**src/rtl/bcd_serial_add_ctrl.sv**
```systemverilog
// Digit-serial BCD adder: one add-and-correct stage reused per digit, LSD first.
// Optional BCD_CHECK_EN flags operand digits above 9 on the err output.
module bcd_serial_add_ctrl #(
    parameter int DIGITS = 4
) (
    input  logic                  clk,
    input  logic                  reset,
    input  logic                  start,
    input  logic [4*DIGITS-1:0]   a,
    input  logic [4*DIGITS-1:0]   b,
    input  logic                  ci,
    output logic                  busy,
    output logic                  done,
    output logic [4*DIGITS-1:0]   sum,
    output logic                  co,
    output logic                  err
);

    localparam int IW = (DIGITS > 1) ? $clog2(DIGITS) : 1;
    localparam logic [IW-1:0] LAST = IW'(DIGITS - 1);

    typedef enum logic [1:0] {
        IDLE,
        ADD,
        DONE
    } state_t;

    state_t state, state_n;

    logic [4*DIGITS-1:0] a_r;
    logic [4*DIGITS-1:0] b_r;
    logic [4*DIGITS-1:0] res_r;
    logic [4*DIGITS-1:0] res_n;
    logic                carry;
    logic [IW-1:0]       idx;

    logic [3:0] a_d;
    logic [3:0] b_d;
    logic [4:0] s;
    logic [3:0] dig;
    logic       c_n;

    logic load;
    logic step;
    logic fin;

    // single digit stage
    always_comb begin
        a_d = a_r[idx*4 +: 4];
        b_d = b_r[idx*4 +: 4];
        s   = {1'b0, a_d} + {1'b0, b_d} + {4'b0000, carry};
        dig = s[3:0];
        c_n = 1'b0;
        unique case (1'b1)
            (s > 5'd9): begin
                dig = s[3:0] + 4'd6;
                c_n = 1'b1;
            end
            default: begin
                dig = s[3:0];
                c_n = 1'b0;
            end
        endcase
        res_n = res_r;
        res_n[idx*4 +: 4] = dig;
    end

    always_ff @(posedge clk or posedge reset) begin
        if (reset) begin
            state <= IDLE;
        end else begin
            state <= state_n;
        end
    end

    always_comb begin
        state_n = state;
        load    = 1'b0;
        step    = 1'b0;
        fin     = 1'b0;
        unique case (state)
            IDLE: begin
                if (start) begin
                    load    = 1'b1;
                    state_n = ADD;
                end
            end
            ADD: begin
                step = 1'b1;
                if (idx == LAST) begin
                    fin     = 1'b1;
                    state_n = DONE;
                end
            end
            DONE: begin
                state_n = IDLE;
            end
            default: begin
                state_n = IDLE;
            end
        endcase
    end

    always_ff @(posedge clk or posedge reset) begin
        if (reset) begin
            a_r   <= '0;
            b_r   <= '0;
            res_r <= '0;
            carry <= 1'b0;
            idx   <= '0;
            sum   <= '0;
            co    <= 1'b0;
            busy  <= 1'b0;
            done  <= 1'b0;
        end else begin
            if (load) begin
                a_r   <= a;
                b_r   <= b;
                res_r <= '0;
                carry <= ci;
                idx   <= '0;
            end else if (step) begin
                res_r <= res_n;
                carry <= c_n;
                idx   <= idx + 1'b1;
            end
            if (fin) begin
                sum <= res_n;
                co  <= c_n;
            end
            busy <= (state_n == ADD);
            done <= (state_n == DONE);
        end
    end

`ifdef BCD_CHECK_EN
    logic bad;
    logic acc;
    logic err_r;

    assign bad = (a_d > 4'd9) || (b_d > 4'd9);
    assign err = err_r;

    always_ff @(posedge clk or posedge reset) begin
        if (reset) begin
            acc   <= 1'b0;
            err_r <= 1'b0;
        end else begin
            if (load) begin
                acc <= 1'b0;
            end else if (step) begin
                acc <= acc | bad;
            end
            if (fin) begin
                err_r <= acc | bad;
            end
        end
    end
`else
    assign err = 1'b0;
`endif

endmodule

```
**config.mk**
```make
export PLATFORM = sky130hd
export DESIGN_NAME = bcd_serial_add_ctrl
export DESIGN_NICKNAME = d
export VERILOG_FILES = /design/src/rtl/bcd_serial_add_ctrl.sv
export SDC_FILE = /design/constraint.sdc
export NUM_CORES = 1
export LEC_CHECK = 0
export CAP_MARGIN = 0
export CORE_MARGIN = 2
export CORE_UTILIZATION = 25
export DETAILED_ROUTE_END_ITERATION = 16
export SYNTH_ARGS = -nofsm -noshare
export SYNTH_HDL_FRONTEND = slang
export SYNTH_SLANG_ARGS = --single-unit
```
**constraint.sdc**
```tcl
create_clock -name clk -period 11.6 [get_ports clk]
set_clock_uncertainty 0.15 [all_clocks]
set_input_delay 1.74 -clock clk [delete_from_list [all_inputs] [get_ports clk]]
set_output_delay 1.74 -clock clk [all_outputs]
set_load 0.01 [all_outputs]
```
# == After elaboration in Yosys (flattened, before gate mapping) ==
# Index checks and enable logic that the tools add are counted.
# totals
reg_bits,72
input_bits,36
output_inout_bits,20
wordCells,43
# op_classes
add_sub_neg,5
magnitude_cmp,1
n_eq_ne,4
shifts,4
n_mux,17
n_reduce_logical,2
# op_table
operator,count
4-bit negation with 34-bit output,1
"4-bit by 34-bit variable shift with 16-bit output, first input constant",1
4-bit by 34-bit variable part select with 16-bit output,1
16-bit 2-to-1 mux,2
16-bit by 5-bit variable part select with 4-bit output,2
16-bit bitwise mux,1
1-bit 2-to-1 mux,8
2-bit 2-to-1 mux,4
4-bit by 4-bit adder with 5-bit output,1
5-bit by 1-bit adder with 5-bit output,1
"5-bit by 4-bit greater-than comparator with 1-bit output, second input constant",1
"4-bit by 3-bit adder with 4-bit output, second input constant",1
"2-bit by 1-bit == test with 1-bit output, second input constant",2
"2-bit == test, second input constant",2
4-bit 2-to-1 mux,1
2-bit case mux with 2 select lines,1
"2-bit by 1-bit adder with 2-bit output, second input constant",1
2-bit zero test,1
2-bit nonzero test,1

# == Depth between registers and ports, before layout ==
# Gate-level depths: netlist (run 1).
# depth
depth_word,9
ltp_mapped,11
mapped_depth_nobuf,10

# == Least setup slack after synthesis (run 1) ==
# OpenSTA, ideal clock, no wires.
# synth_path
kind,reg2reg
start,register idx[0]
end,register res_r[2]
setup_time_ns,0.077
arrival_time_ns,3.635
required_time_ns,11.373
slack_ns,7.738
stages_incl_launch_ff,12
n_path_buf,1
synth_period_minus_slack_ns,3.862
path_cell_list,dfrtp_1 > buf_2 > mux4_2 > fa_1 > fa_1 > inv_1 > ha_1 > nor2b_1 > a31o_1 > o31ai_4 > mux2_4 > o21ai_1
# synth_via
elab_chain_len,9
word_cells_on_any_way,13
cone_classes,add/sub (4); order compare (1); shift (4); mux (4)
# synth_rtl
item,line_no,rtl
"start, declared",35,logic [IW-1:0] idx;
"start signal, assigned",125,idx <= idx + 1'b1;
16-bit by 5-bit variable part select with 4-bit output (on tied branches),"49, 50",
4-bit by 4-bit adder with 5-bit output,51,"s = {1'b0, a_d} + {1'b0, b_d} + {4'b0000, carry};"
5-bit by 1-bit adder with 5-bit output,51,
4-bit by 3-bit adder with 4-bit output / 5-bit by 4-bit greater-than comparator with 1-bit output (equally long branches),"56, 55",
4-bit 2-to-1 mux,54,unique case (1'b1)
4-bit by 34-bit variable part select with 16-bit output,65,res_n[idx*4 +: 4] = dig;
16-bit bitwise mux *,65,
16-bit 2-to-1 mux *,122,end else if (step) begin
16-bit 2-to-1 mux *,116,if (load) begin
"end signal, assigned",123,res_r <= res_n;
"end, declared",32,logic [4*DIGITS-1:0] res_r;
# Mark *: on every way between the ends. The rest lies on a longest branch, timed or not. The select of a mux whose other input is x is not followed.
# A chain may end at the register's enable or synchronous reset.

# == Final worst setup path (run 1) ==
# layout_path
start,register idx[0]
end,register sum[14]
# layout_via
elab_chain_len,7
word_cells_on_any_way,14
cone_classes,add/sub (4); order compare (1); eq/ne (1); shift (4); mux (4)
# layout_rtl
item,line_no,rtl
16-bit by 5-bit variable part select with 4-bit output (on tied branches),"49, 50",
4-bit by 4-bit adder with 5-bit output,51,
5-bit by 1-bit adder with 5-bit output,51,
4-bit by 3-bit adder with 4-bit output / 5-bit by 4-bit greater-than comparator with 1-bit output (equally long branches),"56, 55",
4-bit 2-to-1 mux,54,
4-bit by 34-bit variable part select with 16-bit output,65,
16-bit bitwise mux,65,
"end signal, assigned",128,sum <= res_n;
"end, declared",14,"output logic [4*DIGITS-1:0] sum,"
# Parallel ways exist; a longest one is shown, timed or not.

==> reports/summary.txt, run 1 <==
WORST SETUP PATH
---------------------------------------------------------------------------------
Maximum net fanout on the critical path                                        15
CP max-delay cell                                                    sky130_fd_sc_hd__dfrtp_1
Cells along the critical path                                        mux4_2, fa_1, fa_1, inv_1, ha_1, nor2b_1, a31o_1, o31ai_4, mux2_4, o21ai_1
Cell count of the worst reg-to-reg path                                        10
Crit path arrival time                                                    4.40 ns
Req. time, crit path                                                     11.71 ns
CP endpoint kind                                                         register
Most frequent CP cell                                                sky130_fd_sc_hd__fa_1
CP Launch Type                                                           register
Reg-to-reg setup timing slack                                             7.31 ns
Critical setup path kind                                             register to register
Delay contributed by the slowest stage of the critical path               0.83 ns

LOGIC SYNTHESIS
---------------------------------------------------------------------------------
Post-Syn Area                                                            3370 um2
Flip-flop cell with the highest count after synthesis                sky130_fd_sc_hd__dfrtp_1
Library cell occupying the most area in the post-synthesis netlist   sky130_fd_sc_hd__dfrtp_1
Number of register bits inferred by synthesis                                  72
Sequential area share after synthesis                                       0.534
Mean post-synth cell area                                                12.1 um2
Top cell type's share of synthesized area                                   0.534
Synth top cells by count                                             sky130_fd_sc_hd__dfrtp_1 (72), sky130_fd_sc_hd__mux2_2 (33), sky130_fd_sc_hd__nand2_1 (30)
Number of nets produced by synthesis                                          326
Async set or reset register ratio after synthesis                            1.00
Area contributors post-synth                                         sky130_fd_sc_hd__dfrtp_1 (53%), sky130_fd_sc_hd__mux2_2 (11%), sky130_fd_sc_hd__mux4_2 (5.3%)
Number of flops mapped to enable cells by yosys                                 0
Synth warn                                                                      0
Count leader, synth                                                  sky130_fd_sc_hd__dfrtp_1
Unique cell type count in the Yosys netlist                                    39
Gate count of the mapped netlist                                              278

DIE
---------------------------------------------------------------------------------
Width of the chip                                                          120 um
Rows                                                                           42
Initial standard-cell utilization of the core                               0.256
DIE AREA                                                               14,400 um2
Area of the core region                                                13,200 um2
IO Count                                                                       56
Die Height                                                                 120 um

PLACED DESIGN
---------------------------------------------------------------------------------
DPL Wire Length                                                           5270 um
Placer congestion estimate                                                  0.790
IO Port Bufs                                                                   54

CLOCKING
---------------------------------------------------------------------------------
Clock net sink count                                                           72
TritonCTS clock tree                                                        built
Count of buffers added by post-CTS timing repair for setup                      0
Number of buffers added to fix hold violations after cts                        0
Number of gates resized after cts                                               0
Insertion delay of the later-clocked pin in the worst-skew pair           0.34 ns
Number of buffers inserted during clock tree synthesis                          9
CTS Root Cell                                                        sky130_fd_sc_hd__clkbuf_16
Worst-path clk slew                                                       0.06 ns
Maximum number of buffers from clock root to sink                               2
H-tree depth reported by CTS                                                    3

FINISH
---------------------------------------------------------------------------------
Relative area change from synthesis to final layout                         29.0%
Diode insertion count for antenna repair                                        0
Proportion of layout cells with a drive suffix above 1                      0.188
Net count, final                                                              380

ROUTE
---------------------------------------------------------------------------------
Total number of vias                                                        2,354
Routed length per instance                                                14.6 um
Initial DRC count                                                             115
Final Routed Wirelength                                                   7500 um
Drt via density                                                              4.60
Antenna-violating nets left                                                     0
Router iterations before antenna repair                                         4
DRC                                                                             0

GRT
---------------------------------------------------------------------------------
GRT Util Overall                                                            0.113
Total gr overflow                                                               0
Global routing usage on met2                                                0.176
Met1 track utilization from global routing                                  0.143
Number of global-route vias before repair                                   2,438
Met3 track demand over resource                                            0.0387
Busiest layer in global routing                                              met2
Number of antenna violations at the first check in global routing               0
Pin count of the biggest net entering global routing                           73
Global-route wire length before repair                                  12,500 um

STA
---------------------------------------------------------------------------------
Setup repair after global routing missed its margin                            no
Final critical path time including I/O delays and setup                   4.29 ns
Sum of negative setup slack                                                  0 ns
Crit share post-route                                                       0.370
Setup-violating endpoint count in the final report                              0
Max Transition Viols Final                                                      0
Slew at the pin closest to its max-slew limit                             1.05 ns
Highest achievable clock rate                                           0.233 GHz
Number of hold-slack violations in the final timing report                      0
Headroom to the max-slew limit                                              0.295

STATUS
---------------------------------------------------------------------------------
Result of the run                                                    complete, no violations

WORST HOLD PATH
---------------------------------------------------------------------------------
Number of cells on the worst hold path                                          2
Path class of the lowest-slack min-delay path                        register to register

JOB
---------------------------------------------------------------------------------
Max-capacitance violation count                                                 0

[state kept, by name, indices dropped and copies added, names as in the netlist]
register	count
a_r	16
b_r	16
busy	1
carry	1
co	1
done	1
idx	2
res_r	16
state	2
sum	16
[cell families (layout without fill, tap and decap cells)]
| family | Yosys count | in the layout | synth area share |
|---|---|---|---|
| xor+xnor | 2 | 2 | 0.00742 |
| fa+ha+maj | 12 | 12 | 0.0489 |
| buf+inv | 24 | 82 | 0.0297 |
| compound gates | 62 | 62 | 0.118 |
| other cells | 1 | 1 | 0.00111 |
| simple gates | 63 | 63 | 0.0934 |
| mux | 42 | 42 | 0.168 |
| flops | 72 | 72 | 0.534 |
[critical path, delay by kind of cell (launching register included)]
kind | cells | cell delay, ns
buffers and inverters | 1 | 0.07
AOI/OAI and AO/OA | 3 | 0.77
adders and majority gates | 3 | 1.23
muxes | 2 | 1.02
DFF | 1 | 0.83
and+or+nand+nor | 1 | 0.14
[cell usage in the layout, fill, tap and decap left out, types with 2 or more instances in the layout]
master,instances
sky130_fd_sc_hd__nand2b_1,3
sky130_fd_sc_hd__clkinv_2,3
sky130_fd_sc_hd__a21oi_1,18
sky130_fd_sc_hd__fa_1,2
sky130_fd_sc_hd__nand2_1,30
sky130_fd_sc_hd__clkbuf_16,9
sky130_fd_sc_hd__dfrtp_1,72
sky130_fd_sc_hd__mux4_2,8
sky130_fd_sc_hd__a32o_1,4
sky130_fd_sc_hd__mux2_2,33
sky130_fd_sc_hd__nor3_1,2
sky130_fd_sc_hd__o21ai_1,16
sky130_fd_sc_hd__o21ai_0,8
sky130_fd_sc_hd__nor3b_1,12
sky130_fd_sc_hd__a21o_1,4
sky130_fd_sc_hd__a221oi_1,4
sky130_fd_sc_hd__ha_1,10
sky130_fd_sc_hd__nor2_1,8
sky130_fd_sc_hd__clkbuf_1,2
sky130_fd_sc_hd__buf_4,2
sky130_fd_sc_hd__nor2b_1,2
sky130_fd_sc_hd__clkdlybuf4s50_1,54
sky130_fd_sc_hd__inv_1,9
[metrics by stage]
stage | worst slack (ns) | cells | instance area, um2 | hold WS (ns) | utilization
3_5_place_dp | 7.29 | 497 | 4100 | 0.312 | 0.311
4_1_cts | 7.27 | 512 | 4350 | 0.324 | 0.330
6_report | 7.31 | 512 | 4350 | 0.320 | 0.330
5_1_grt | 7.07 | 512 | 4350 | 0.358 | 0.330
2_1_floorplan | 7.74 | 278 | 3370 | 0.292 | -
3_3_place_gp | 7.41 | 497 | 4100 | 0.305 | 0.311
[final timing paths]
kind                                  startpoint                    end
setup / recovery              idx[0]$_DFFE_PP0P_    sum[14]$_DFFE_PP0P_
hold / removal             res_r[11]$_DFFE_PP0P_  res_r[11]$_DFFE_PP0P_
setup reg to reg              idx[0]$_DFFE_PP0P_    sum[14]$_DFFE_PP0P_
hold reg to reg            res_r[11]$_DFFE_PP0P_  res_r[11]$_DFFE_PP0P_
max in group asynchronous                  reset    b_r[13]$_DFFE_PP0P_
min in group asynchronous                  reset  res_r[14]$_DFFE_PP0P_
[area by class of cell]
class / count / area (um2)
fillers: 1332 / 8840
repair buffers: 56 / 556
flip-flops and latches: 72 / 1800
multi-input cells: 182 / 1480
clock buffers: 11 / 233
inverters: 11 / 41.3
clock inverters: 4 / 22.5
well taps: 176 / 220
[layer usage]
metal	part of all wire	vias up
met2	0.48	63
met5	0	-
met4	0.017	0
met3	0.052	10
li1	-	1099
met1	0.45	1182
Power of run 1 is left out: the tool's default activity adds up to more than one toggle a clock period on the data nets, which glitch-free logic cannot reach.
==> inputs of run 2 (changes only) <==
==> constraint.sdc (replaced) <==
create_clock -name clk -period 3.75 [get_ports clk]
set_clock_uncertainty 0.15 [all_clocks]
set_input_delay 0.5625 -clock clk [delete_from_list [all_inputs] [get_ports clk]]
set_output_delay 0.5625 -clock clk [all_outputs]
set_load 0.01 [all_outputs]
==> run 2 against run 1 <==
  * Final area grew 4.4%
  * Hold slack gained 0.0031 ns
  * Via count grew 2.0%
  * Sequential share of layout area shrank 1.7 points
  * Setup slack lost 7.2 ns
  * Critical path type unchanged
==> reports/summary.txt, run 2 (same netlist as run 1, synthesis figures left out) <==
WORST SETUP PATH
--------------------------------------------------------------------------------
Cell count of the worst reg-to-reg path                                       10
Crit path arrival time                                                   3.75 ns
CP endpoint kind                                                        register
Critical setup path kind                                            register to register
R2R Path End                                                        res_r[10]$_DFFE_PP0P_
Launching point of the worst reg2reg path                           idx[0]$_DFFE_PP0P_
Maximum net fanout on the critical path                                        8
Req. time, crit path                                                     3.86 ns
Reg-to-reg setup timing slack                                            0.12 ns
CP Launch Type                                                          register

ROUTE
--------------------------------------------------------------------------------
DRC                                                                            0
Initial DRC count                                                            134
Antenna-violating nets left                                                    0
Drt via density                                                             4.60
Routed length per instance                                               14.4 um
Router iterations before antenna repair                                        4
Total number of vias                                                       2,400
Final Routed Wirelength                                                  7540 um

DIE
--------------------------------------------------------------------------------
Initial standard-cell utilization of the core                              0.256
Rows                                                                          42
Area of the core region                                               13,200 um2
IO Count                                                                      56
DIE AREA                                                              14,400 um2
Die Height                                                                120 um
Width of the chip                                                         120 um

PLACED DESIGN
--------------------------------------------------------------------------------
Post-detailed-placement cell area                                       4170 um2
DPL Wire Length                                                          5390 um
Placed insts                                                                 505
Placer congestion estimate                                                 0.801
IO Port Bufs                                                                  54

WORST HOLD PATH
--------------------------------------------------------------------------------
Number of cells on the worst hold path                                         2
Path class of the lowest-slack min-delay path                       register to register
Worst hold path endpoint                                            res_r[10]$_DFFE_PP0P_
Source of the worst hold timing path                                res_r[10]$_DFFE_PP0P_

GRT
--------------------------------------------------------------------------------
Number of antenna violations at the first check in global routing              0
GRT Util Overall                                                           0.109
Total gr overflow                                                              0
Global-route wire length before repair                                 12,000 um
Number of global-route vias before repair                                  2,387
Pin count of the biggest net entering global routing                          40

FINISH
--------------------------------------------------------------------------------
Diode insertion count for antenna repair                                       0
Post-layout instance count excluding filler cells                            522
Proportion of layout cells with a drive suffix above 1                     0.254
Most common cell after layout, fill and taps aside                  sky130_fd_sc_hd__dfrtp_1
Net count, final                                                             389
Relative area change from synthesis to final layout                        34.6%
Core utilization of the finished layout                                    0.344
Design area                                                             4540 um2
Most frequent cells in the layout                                   sky130_fd_sc_hd__dfrtp_1 (71), sky130_fd_sc_hd__clkdlybuf4s50_1 (54), sky130_fd_sc_hd__mux2_2 (33)

CLOCKING
--------------------------------------------------------------------------------
Worst-path clk slew                                                      0.06 ns
CTS Root Cell                                                       sky130_fd_sc_hd__clkbuf_16
Maximum number of buffers from clock root to sink                              2
TritonCTS clock tree                                                       built
Insertion delay of the later-clocked pin in the worst-skew pair          0.33 ns
Clock net sink count                                                          72
Number of buffers inserted during clock tree synthesis                         9
H-tree depth reported by CTS                                                   3

STA
--------------------------------------------------------------------------------
Sum of negative setup slack                                                 0 ns
Headroom to the max-slew limit                                             0.515
Slew at the pin closest to its max-slew limit                           0.727 ns
Max Transition Viols Final                                                     0
Crit share post-route                                                      0.969
Setup-violating endpoint count in the final report                             0
Highest achievable clock rate                                          0.275 GHz
Number of hold-slack violations in the final timing report                     0
Final critical path time including I/O delays and setup                  3.63 ns

STATUS
--------------------------------------------------------------------------------
Result of the run                                                   complete, no violations

JOB
--------------------------------------------------------------------------------
Max-capacitance violation count                                                0

==> run 2: critical path, cell delays in order (launching register included) <==
cell,delay [ns]
sky130_fd_sc_hd__dfrtp_2,0.40
sky130_fd_sc_hd__mux4_2,0.53
sky130_fd_sc_hd__fa_2,0.40
sky130_fd_sc_hd__fa_2,0.56
sky130_fd_sc_hd__inv_2,0.06
sky130_fd_sc_hd__ha_4,0.16
sky130_fd_sc_hd__nor2b_4,0.12
sky130_fd_sc_hd__a31o_1,0.23
sky130_fd_sc_hd__o31ai_4,0.37
sky130_fd_sc_hd__mux2_4,0.42
sky130_fd_sc_hd__o21ai_2,0.15
==> run 2: how the worst max path moves through the flow <==
stage                        from                     to  slack (ns)
2_1_floorplan  idx[0]$_DFFE_PP0P_   res_r[2]$_DFFE_PP0P_       0.007
3_3_place_gp   idx[0]$_DFFE_PP0P_     sum[7]$_DFFE_PP0P_        0.05
3_5_place_dp   idx[0]$_DFFE_PP0P_    sum[15]$_DFFE_PP0P_       -0.09
4_1_cts        idx[0]$_DFFE_PP0P_   res_r[6]$_DFFE_PP0P_        0.03
5_1_grt        idx[0]$_DFFE_PP0P_   res_r[2]$_DFFE_PP0P_       -0.02
6_report       idx[0]$_DFFE_PP0P_  res_r[10]$_DFFE_PP0P_        0.12
==> run 2: what timing repair did <==
action	in CTS	in global routing
hold buffers	0	0
pin swaps	1	9
gates resized for setup	2	17
setup buffers	0	1
setup endpoints to repair	21	24
==> run 2: final cells by class <==
cell class                      count  area, um2
Clock buffer                       10        229
Inverter                           11       41.3
Fill cell                        1289       8650
Sequential cell                    72       1800
Timing Repair Buffer               65        636
Multi-Input combinational cell    182       1550
Clock inverter                      6       60.1
Tap cell                          176        220
==> run 2: per-layer routing <==
metal | up-vias | share of wire | track usage
met5 | - | 0 | 0
met3 | 13 | 0.055 | 0.0406
met1 | 1203 | 0.45 | 0.133
met2 | 54 | 0.48 | 0.176
li1 | 1130 | - | -
met4 | 0 | 0.017 | 0.0390
==> run 2: metrics by stage <==
| step | setup WS [ns] | hold WS, ns |
|---|---|---|
| 2_1_floorplan | 0.00704 | 0.292 |
| 3_5_place_dp | -0.0896 | 0.313 |
| 5_1_grt | -0.0164 | 0.352 |
| 6_report | 0.116 | 0.323 |
| 3_3_place_gp | 0.0507 | 0.306 |
| 4_1_cts | 0.0267 | 0.326 |
Power of run 2 is left out for the same reason.
